## config.mk

```make
export PLATFORM = sky130hd
export DESIGN_NAME = stopwatch_counter_flat
export DESIGN_NICKNAME = d
export VERILOG_FILES = /design/src/rtl/stopwatch_counter_if.sv /design/src/rtl/stopwatch_counter.sv /design/src/flat_wrapper.sv
export SDC_FILE = /design/constraint.sdc
export NUM_CORES = 1
export LEC_CHECK = 0
export ABC_AREA = 1
export CORE_MARGIN = 4
export CORE_UTILIZATION = 45
export DETAILED_ROUTE_END_ITERATION = 10
export PLACE_DENSITY = 0.77
export SKIP_CTS_REPAIR_TIMING = 1
export SYNTH_ARGS = -nofsm -noshare
export SYNTH_HDL_FRONTEND = slang
export SYNTH_SLANG_ARGS = --single-unit
```

## constraint.sdc

```tcl
create_clock -name clk -period 2.65 [get_ports clk]
set_input_delay 0.265 -clock clk [delete_from_list [all_inputs] [get_ports clk]]
set_output_delay 0.265 -clock clk [all_outputs]
set_load 0.1 [all_outputs]
```

## src/rtl/stopwatch_counter_if.sv

```systemverilog
`default_nettype none
// ============================================================================
// Module      : stopwatch_counter_if
// Description : Control pulses and display outputs of the stopwatch core.
// Revision    : 1.0 - initial release
// ============================================================================
interface stopwatch_counter_if;
    logic       start_stop;
    logic       clear;
    logic       lap;
    logic [3:0] dig_min;
    logic [3:0] dig_sec10;
    logic [3:0] dig_sec1;
    logic [3:0] dig_tenth;
    logic       running;
    logic       frozen;
    logic       wrap;

    modport master (
        output start_stop, clear, lap,
        input  dig_min, dig_sec10, dig_sec1, dig_tenth, running, frozen, wrap
    );

    modport slave (
        input  start_stop, clear, lap,
        output dig_min, dig_sec10, dig_sec1, dig_tenth, running, frozen, wrap
    );
endinterface
`default_nettype wire

```

## src/rtl/stopwatch_counter.sv

```systemverilog
`default_nettype none
// ============================================================================
// Module      : stopwatch_counter
// Description : 0.1 s prescaler and M:SS.t BCD counter with start/stop, clear
//               and lap freeze. Lap freeze built only with STOPWATCH_LAP_EN.
// Revision    : 1.0 - initial release
// ============================================================================
module stopwatch_counter #(
    parameter int DIV = 5000000,
    parameter int CW  = 23
) (
    input  wire logic         clk,
    input  wire logic         rst,
    stopwatch_counter_if.slave sw
);

    typedef enum logic [0:0] {
        ST_STOPPED = 1'b0,
        ST_RUNNING = 1'b1
    } state_t;

    localparam logic [CW-1:0] C_TICK_AT = CW'(DIV - 1);
    localparam logic [CW-1:0] C_ONE     = CW'(1);

    state_t        r_state;
    state_t        w_state_nxt;
    logic [CW-1:0] r_presc;
    logic [3:0]    r_min;
    logic [3:0]    r_sec10;
    logic [3:0]    r_sec1;
    logic [3:0]    r_tenth;
    logic          r_wrap;

    logic          w_tick;
    logic          w_c_tenth;
    logic          w_c_sec1;
    logic          w_c_sec10;
    logic          w_c_min;
    logic [15:0]   w_live;
    logic [15:0]   w_disp;
    logic          w_frozen;

    always_ff @(posedge clk) begin
        if (rst) begin
            r_state <= ST_STOPPED;
        end else begin
            r_state <= w_state_nxt;
        end
    end

    always_comb begin
        w_state_nxt = r_state;
        if (sw.clear) begin
            w_state_nxt = ST_STOPPED;
        end else if (sw.start_stop) begin
            w_state_nxt = (r_state == ST_RUNNING) ? ST_STOPPED : ST_RUNNING;
        end
    end

    assign w_tick    = (r_state == ST_RUNNING) && (r_presc == C_TICK_AT);
    assign w_c_tenth = (r_tenth == 4'd9);
    assign w_c_sec1  = w_c_tenth && (r_sec1 == 4'd9);
    assign w_c_sec10 = w_c_sec1 && (r_sec10 == 4'd5);
    assign w_c_min   = w_c_sec10 && (r_min == 4'd9);

    // A tick on the stopping edge still counts; the prescaler simply holds while stopped.
    always_ff @(posedge clk) begin
        if (rst || sw.clear) begin
            r_presc <= '0;
            r_min   <= 4'd0;
            r_sec10 <= 4'd0;
            r_sec1  <= 4'd0;
            r_tenth <= 4'd0;
            r_wrap  <= 1'b0;
        end else begin
            r_wrap <= w_tick && w_c_min;
            if (w_tick) begin
                r_presc <= '0;
                r_tenth <= w_c_tenth ? 4'd0 : r_tenth + 4'd1;
                if (w_c_tenth) begin
                    r_sec1 <= w_c_sec1 ? 4'd0 : r_sec1 + 4'd1;
                end
                if (w_c_sec1) begin
                    r_sec10 <= w_c_sec10 ? 4'd0 : r_sec10 + 4'd1;
                end
                if (w_c_sec10) begin
                    r_min <= w_c_min ? 4'd0 : r_min + 4'd1;
                end
            end else if (r_state == ST_RUNNING) begin
                r_presc <= r_presc + C_ONE;
            end
        end
    end

    assign w_live = {r_min, r_sec10, r_sec1, r_tenth};

`ifdef STOPWATCH_LAP_EN
    logic        r_frozen;
    logic [15:0] r_lap;

    // Capture uses the pre-edge count, so a coincident tick is not included.
    always_ff @(posedge clk) begin
        if (rst) begin
            r_frozen <= 1'b0;
            r_lap    <= 16'd0;
        end else if (sw.clear) begin
            r_frozen <= 1'b0;
        end else if (sw.lap) begin
            if (r_frozen) begin
                r_frozen <= 1'b0;
            end else if (r_state == ST_RUNNING) begin
                r_lap    <= w_live;
                r_frozen <= 1'b1;
            end
        end
    end

    assign w_frozen = r_frozen;
    assign w_disp   = r_frozen ? r_lap : w_live;
`else
    assign w_frozen = 1'b0;
    assign w_disp   = w_live;
`endif

    assign {sw.dig_min, sw.dig_sec10, sw.dig_sec1, sw.dig_tenth} = w_disp;
    assign sw.running = (r_state == ST_RUNNING);
    assign sw.frozen  = w_frozen;
    assign sw.wrap    = r_wrap;

endmodule
`default_nettype wire

```

## src/flat_wrapper.sv

```systemverilog
// flat-port wrapper written by rule: the top's interface ports become plain ports
module stopwatch_counter_flat 
#(
    parameter int DIV = 5000000,
    parameter int CW  = 23
)
  (clk, rst, sw_start_stop, sw_clear, sw_lap, sw_dig_min, sw_dig_sec10, sw_dig_sec1, sw_dig_tenth, sw_running, sw_frozen, sw_wrap);
  stopwatch_counter_if sw_i ();
  input  wire logic clk;
  input  wire logic rst;
  input wire logic [$bits(sw_i.start_stop)-1:0] sw_start_stop;
  input wire logic [$bits(sw_i.clear)-1:0] sw_clear;
  input wire logic [$bits(sw_i.lap)-1:0] sw_lap;
  output wire logic [$bits(sw_i.dig_min)-1:0] sw_dig_min;
  output wire logic [$bits(sw_i.dig_sec10)-1:0] sw_dig_sec10;
  output wire logic [$bits(sw_i.dig_sec1)-1:0] sw_dig_sec1;
  output wire logic [$bits(sw_i.dig_tenth)-1:0] sw_dig_tenth;
  output wire logic [$bits(sw_i.running)-1:0] sw_running;
  output wire logic [$bits(sw_i.frozen)-1:0] sw_frozen;
  output wire logic [$bits(sw_i.wrap)-1:0] sw_wrap;
  assign sw_i.start_stop = sw_start_stop;
  assign sw_i.clear = sw_clear;
  assign sw_i.lap = sw_lap;
  assign sw_dig_min = sw_i.dig_min;
  assign sw_dig_sec10 = sw_i.dig_sec10;
  assign sw_dig_sec1 = sw_i.dig_sec1;
  assign sw_dig_tenth = sw_i.dig_tenth;
  assign sw_running = sw_i.running;
  assign sw_frozen = sw_i.frozen;
  assign sw_wrap = sw_i.wrap;
  stopwatch_counter #(.DIV(DIV), .CW(CW)) u_core (.clk(clk), .rst(rst), .sw(sw_i));
endmodule
```

==> impl_results.md, run 1 <==
* Crit. End Element: flop
* Cell variety after synth at 32
* Largest net degree at the start of global routing at 24
* Final Setup Violations at 0
* Critical path class: flop to flop
* # diodes at 0
* Fin. Hold Viols at 0
* Clock Tree Root: clkbuf_8
* Busiest layer in global routing: met2
* Die area at 6770 sq um
* PortBufs at 21
* First-pass GRT wire length at 8.58 mm
* Die X at 82.3 microns
* Leak at 1.22 nW
* Wire length per cell at 10.4 microns
* Reg-to-Reg Start: u_core.sw.running
* Initial drt markers at 128
* CTS tree: done
* GRT Resource Usage Total at 0.162
* Arr. time, crit path at 1880 ps
* Critical Path Stages at 7
* CTS Buffer Depth at 2
* Clock buffer count from CTS at 5
* Synth async-reset ratio at 0
* Crit. Startpoint: u_core.sw.running
* Most common cell in the netlist: nand2_1
* Reg2Reg Setup Slack at 940 ps
* Worst path required time at 2820 ps
* GP Congestion at 0.833
* Worst VDD drop at 0.000263 V
* Worst setup margin at 942 ps
* DP Worst Slack at 823 ps
* Met2 GRT Util at 0.265
* CTS H-Tree Depth at 2
* Mapped Cells at 374
* Post-synth EDFFs at 0
* Max Clk Rate at 585 MHz
* Cell area after synthesis at 2480 sq um
* Setup TNS at 0 ps
* Area grow syn2layout at 14.3%
* Largest stage delay on the critical path at 590 ps
* Standard-cell rows at 26
* Total number of vias at 2169
* PwrDens at 446 nW/um^2
* CP Cell Sequence: inv_4 > nor2_4 > nand2_2 > nor2_8 > nand3_4 > nand2_2 > nor2_1
* Grt ovf at 0
* DR DRC count at 0
* Nets at 410
* RR Endpoint: u_core.r_presc[18]
* Clk_lat worst skew at 300 ps
* Status: finished, final reports clean
* Initial antenna violation count at 0
* Detail Route Antenna Nets at 0
* Vias in the first global route at 2048
* Ys flop type: dfxtp_1
* WL final at 4.87 mm
* Final-report max-slew violation count at 0
* Io pins at 24
* Delay-heaviest family, CP: simple AND/OR/NAND/NOR gates
* Final Skew at 5.50 ps
* Yosys top cell area share at 0.330
* Worst Hold Class: flop to flop
* Number of synthesized register bits at 41
* Area leader, netlist: dfxtp_1
* Crit Path Max Fanout at 23
* Initial Util at 0.474
* Max-cap viol count at 0
* Largest cells by area after synthesis: dfxtp_1 33%, nand2_1 15%, nor2_1 10%, inv_1 6.6%, nand3_1 4.2%
* Syn nets at 386
* RSZ-0062 raised after global routing: false
* Seq/Total Area, Yosys at 0.330
* Clk slew on worst S/H paths at 80 ps
* Final worst-path cycle share at 0.645
* Met3 Use GR at 0.0315
* CP max stage cell: dfxtp_1
* Share of cells above drive strength 1 at 0.180
* HPWL after DPL at 3.77 mm
* Critical Path Start Type: flop
* Commonest cells in the netlist: 100 x nand2_1, 69 x nor2_1, 44 x inv_1
* Total clock sinks at 41
* Fin crit period at 1710 ps
* Via density at 4.62
* Worst R2R Path Depth at 7
* Ys Warns at 0
* Avg Synthesized Cell Area at 6.64 sq um
* CP dominant cell by count: nand2_2
* Bufs and invs on worst path at 1
* Met1 GRT Util at 0.208
* Initial DRT Pass Iterations at 4
* Core area at 5240 sq um
* Die height at 82.3 microns
* Critical Path End: u_core.r_presc[18]
final cells by class:
class,instances,area [sq um]
Sequential cell,41,821
Fill cell,509,2400
Clock buffer,5,68.8
Timing Repair Buffer,22,173
Clock inverter,3,65.1
Tap cell,70,87.6
Inverter,56,213
Multi-Input combinational cell,272,1410
flip-flops by register name (all words and copies together), names as in the netlist:
register / cells
u_core.sw.wrap: 1
u_core.sw.dig_sec1: 4
u_core.sw.running: 1
u_core.r_presc: 23
u_core.sw.dig_tenth: 4
u_core.sw.dig_min: 4
u_core.sw.dig_sec10: 4
metrics by stage:
| stage | hold slack, ps | area [sq um] | instances | power, mW | utilization |
|---|---|---|---|---|---|
| 2_1_floorplan | 402 | 2480 | 374 | 0.667 | - |
| 3_3_place_gp | 472 | 2710 | 461 | 0.673 | 0.517 |
| 3_5_place_dp | 489 | 2710 | 461 | 0.674 | 0.517 |
| 4_1_cts | 496 | 2840 | 469 | 1.27 | 0.542 |
| 5_1_grt | 521 | 2840 | 469 | 1.30 | 0.542 |
| 6_report | 500 | 2840 | 469 | 1.27 | 0.542 |
cell usage in the layout, fill, tap and decap left out, drive strengths merged:
master         instances
ha                     7
inv                   55
clkinv                 2
clkdlybuf4s50          3
or2                    5
dfxtp                 41
nand4                  4
o21ai                  5
buf                   19
bufinv                 2
nor2                  84
nor4                   1
nor3                   1
clkbuf                 5
xor2                   9
a21oi                 11
nand3                 22
nand2                113
xnor2                  7
nand3b                 1
conb                   1
nor3b                  1
report_power, final:
group          leakage [nW]  internal (mW)  switching (mW)
clock                0.0681          0.374           0.232
sequential            0.330          0.617         0.00322
combinational         0.823         0.0107          0.0282
total                  1.22           1.00           0.264
worst min-delay path by stage:
stage / endpoint / cells past startpoint / startpoint
finish: u_core.r_presc[1] / 2 / u_core.r_presc[1]
CTS: u_core.r_presc[1] / 2 / u_core.r_presc[1]
floorplan: u_core.sw.running / 2 / sw_start_stop
detailed placement: u_core.r_presc[1] / 2 / u_core.r_presc[1]
global placement: u_core.r_presc[1] / 2 / u_core.r_presc[1]
global route: u_core.r_presc[1] / 2 / u_core.r_presc[1]
metal layers:
metal	vias up	share of wire
li1	1179	-
met2	24	0.45
met3	5	0.032
met1	961	0.50
met4	0	0.017
met5	-	0
cells by family (layout without fill, tap and decap cells):
logic type      Yosys count  count (layout)  synth area share
other cells               1               1           0.00151
flops                    41              41             0.330
xor+xnor                 16              16            0.0564
simple gates            232             232             0.442
fa+ha+maj                 7               7            0.0352
buf+inv                  61              86             0.101
compound gates           16              16            0.0337
worst reg2reg max path: stages (launching register included):
cell and delay [ps]:
dfxtp_1 590, inv_4 80, nor2_4 90, nand2_2 80
nor2_8 130, nand3_4 130, nand2_2 380, nor2_1 110
No activity file was read; power rests on OpenSTA's default activity.
==> run 2: changes to the inputs <==
==> constraint.sdc (replaced) <==
create_clock -name clk -period 1.72 [get_ports clk]
set_input_delay 0.172 -clock clk [delete_from_list [all_inputs] [get_ports clk]]
set_output_delay 0.172 -clock clk [all_outputs]
set_load 0.1 [all_outputs]
==> impl_results.md, run 2 (synthesis results as in run 1) <==
* Status: finished, final reports clean (unchanged)
* Largest register FFs at 23 (unchanged)
* DP Worst Slack at 173 ps (was 823 ps)
* Reg2Reg Setup Slack at 140 ps (was 940 ps)
* Max-cap viol count at 0 (unchanged)
* Hold Path Origin: u_core.sw.dig_tenth[2] (was u_core.r_presc[1])
* Worst VDD drop at 0.000227 V (was 0.000263 V)
* Worst setup margin at 139 ps (was 942 ps)
* Total number of vias at 2203 (was 2169)
* Final worst-path cycle share at 0.919 (was 0.645)
* Hold path depth at 2 (unchanged)
* GP Congestion at 0.825 (was 0.833)
* Final hold slack at 484 ps (was 500 ps)
* Clock buffer count from CTS at 5 (unchanged)
* Reg-to-Reg Start: u_core.r_presc[0] (was u_core.sw.running)
* Largest net degree at the start of global routing at 24 (unchanged)
* Detail Route Antenna Nets at 0 (unchanged)
* Via density at 4.69 (was 4.62)
* Clk slew on worst S/H paths at 80 ps (about the same)
* Initial DRT Pass Iterations at 4 (unchanged)
* DR DRC count at 0 (unchanged)
* Wire length per cell at 10.6 microns (was 10.4 microns)
* Vias in the first global route at 2147 (was 2048)
* Arr. time, crit path at 1830 ps (was 1880 ps)
* CTS H-Tree Depth at 2 (unchanged)
* Most frequent cells in the layout: 100 x nand2_1, 68 x nor2_1, 44 x inv_1, 26 x dfxtp_1, 21 x nand3_1 (was 100 x nand2_1, 69 x nor2_1, 44 x inv_1, 41 x dfxtp_1, 21 x nand3_1)
* Initial drt markers at 135 (was 128)
* Initial antenna violation count at 0 (unchanged)
* HPWL after DPL at 3.78 mm (was 3.77 mm)
* Io pins at 24 (unchanged)
* Share of cells above drive strength 1 at 0.223 (was 0.180)
* Setup TNS at 0 ps (unchanged)
* Leak at 1.24 nW (was 1.22 nW)
* Total clock sinks at 41 (unchanged)
* Grt ovf at 0 (unchanged)
* Standard-cell rows at 26 (unchanged)
* Max Clk Rate at 633 MHz (was 585 MHz)
* Fin. Hold Viols at 0 (unchanged)
* Die X at 82.3 microns (unchanged)
* PortBufs at 21 (unchanged)
* CTS Buffer Depth at 2 (unchanged)
* Crit. End Element: flop (unchanged)
* Final Setup Violations at 0 (unchanged)
* Initial Util at 0.474 (unchanged)
* WHS Endpoint: u_core.sw.dig_tenth[2] (was u_core.r_presc[1])
* Crit Path Max Fanout at 3 (was 23)
* Commonest non-fill, non-tap cell in the layout: nand2_1 (unchanged)
* RSZ-0062 raised after global routing: false (unchanged)
* Largest reg by FF count: u_core.r_presc (unchanged)
* Die height at 82.3 microns (unchanged)
* Final-report max-slew violation count at 0 (unchanged)
* Pwr Total at 1.94 mW (was 1.27 mW)
* Nets at 411 (was 410)
* Worst path required time at 1970 ps (was 2820 ps)
* First-pass GRT wire length at 8.95 mm (was 8.58 mm)
* Critical Path Start Type: flop (unchanged)
* Final Skew at 4.23 ps (was 5.50 ps)
* Critical path class: flop to flop (unchanged)
* # diodes at 0 (unchanged)
* Worst Hold Class: flop to flop (unchanged)
* RR Endpoint: u_core.sw.dig_tenth[1] (was u_core.r_presc[18])
* GRT Resource Usage Total at 0.169 (was 0.162)
* Die area at 6770 sq um (unchanged)
* Clock Tree Root: clkbuf_8 (unchanged)
* Area grow syn2layout at 17.0% (was 14.3%)
* CTS tree: done (unchanged)
* PwrDens at 669 nW/um^2 (was 446 nW/um^2)
* Clk_lat worst skew at 300 ps (about the same)
* Core area at 5240 sq um (unchanged)
* Fin crit period at 1580 ps (was 1710 ps)
* WL final at 4.97 mm (was 4.87 mm)
* Worst R2R Path Depth at 9 (was 7)
run 2: cell types whose count changed in the layout (fill, tap and decap cells not counted):
cell	before	now
buf_12	0	3
nor2_2	5	6
buf_4	19	17
dfxtp_2	0	15
nor2_1	69	68
dfxtp_1	41	26
run 2: cell type report:
class | count | area (sq um)
fillers | 500 | 2330
multi-input cells | 272 | 1420
flip-flops and latches | 41 | 840
repair buffers | 23 | 218
inverters | 56 | 213
well taps | 70 | 87.6
clock buffers | 5 | 68.8
clock inverters | 3 | 65.1
run 2: metrics by stage:
stage                     cell area [sq um]  std cells   util
after global routing                   2910        470  0.555
after detailed placement               2770        462  0.529
after global placement                 2770        462  0.529
final                                  2910        470  0.555
after CTS                              2900        470  0.554
after floorplan                        2500        374      -
run 2: critical path, cell delays in order, from the launching register on:
cell	delay [ps]
dfxtp_1	380
ha_1	220
inv_1	60
nor2_2	170
nand3_1	90
nor2_1	180
nand2_1	120
nor2_1	160
nand3_1	90
nand2_1	60
run 2: per-layer routing:
layer,GRT usage,vias up,part of all wire
met2,0.280,41,0.46
met3,0.0358,9,0.039
met5,0,-,0
li1,-,1173,-
met4,0.0664,0,0.018
met1,0.212,980,0.48
run 2: worst max-delay path by stage:
stage,start,cells after the start,end
2_1_floorplan,u_core.sw.dig_sec1[0],8,u_core.sw.dig_min[1]
3_3_place_gp,u_core.r_presc[0],8,u_core.sw.dig_min[0]
3_5_place_dp,u_core.r_presc[0],8,u_core.sw.dig_min[0]
4_1_cts,u_core.r_presc[0],9,u_core.sw.dig_tenth[1]
5_1_grt,u_core.sw.dig_sec1[1],9,u_core.sw.dig_min[0]
6_report,u_core.r_presc[0],9,u_core.sw.dig_tenth[1]
run 2: power breakdown:
group / switching [mW] / leakage (nW) / internal, mW
clock network: 0.343 / 0.0681 / 0.576
logic: 0.0446 / 0.838 / 0.0242
registers: 0.00556 / 0.338 / 0.950
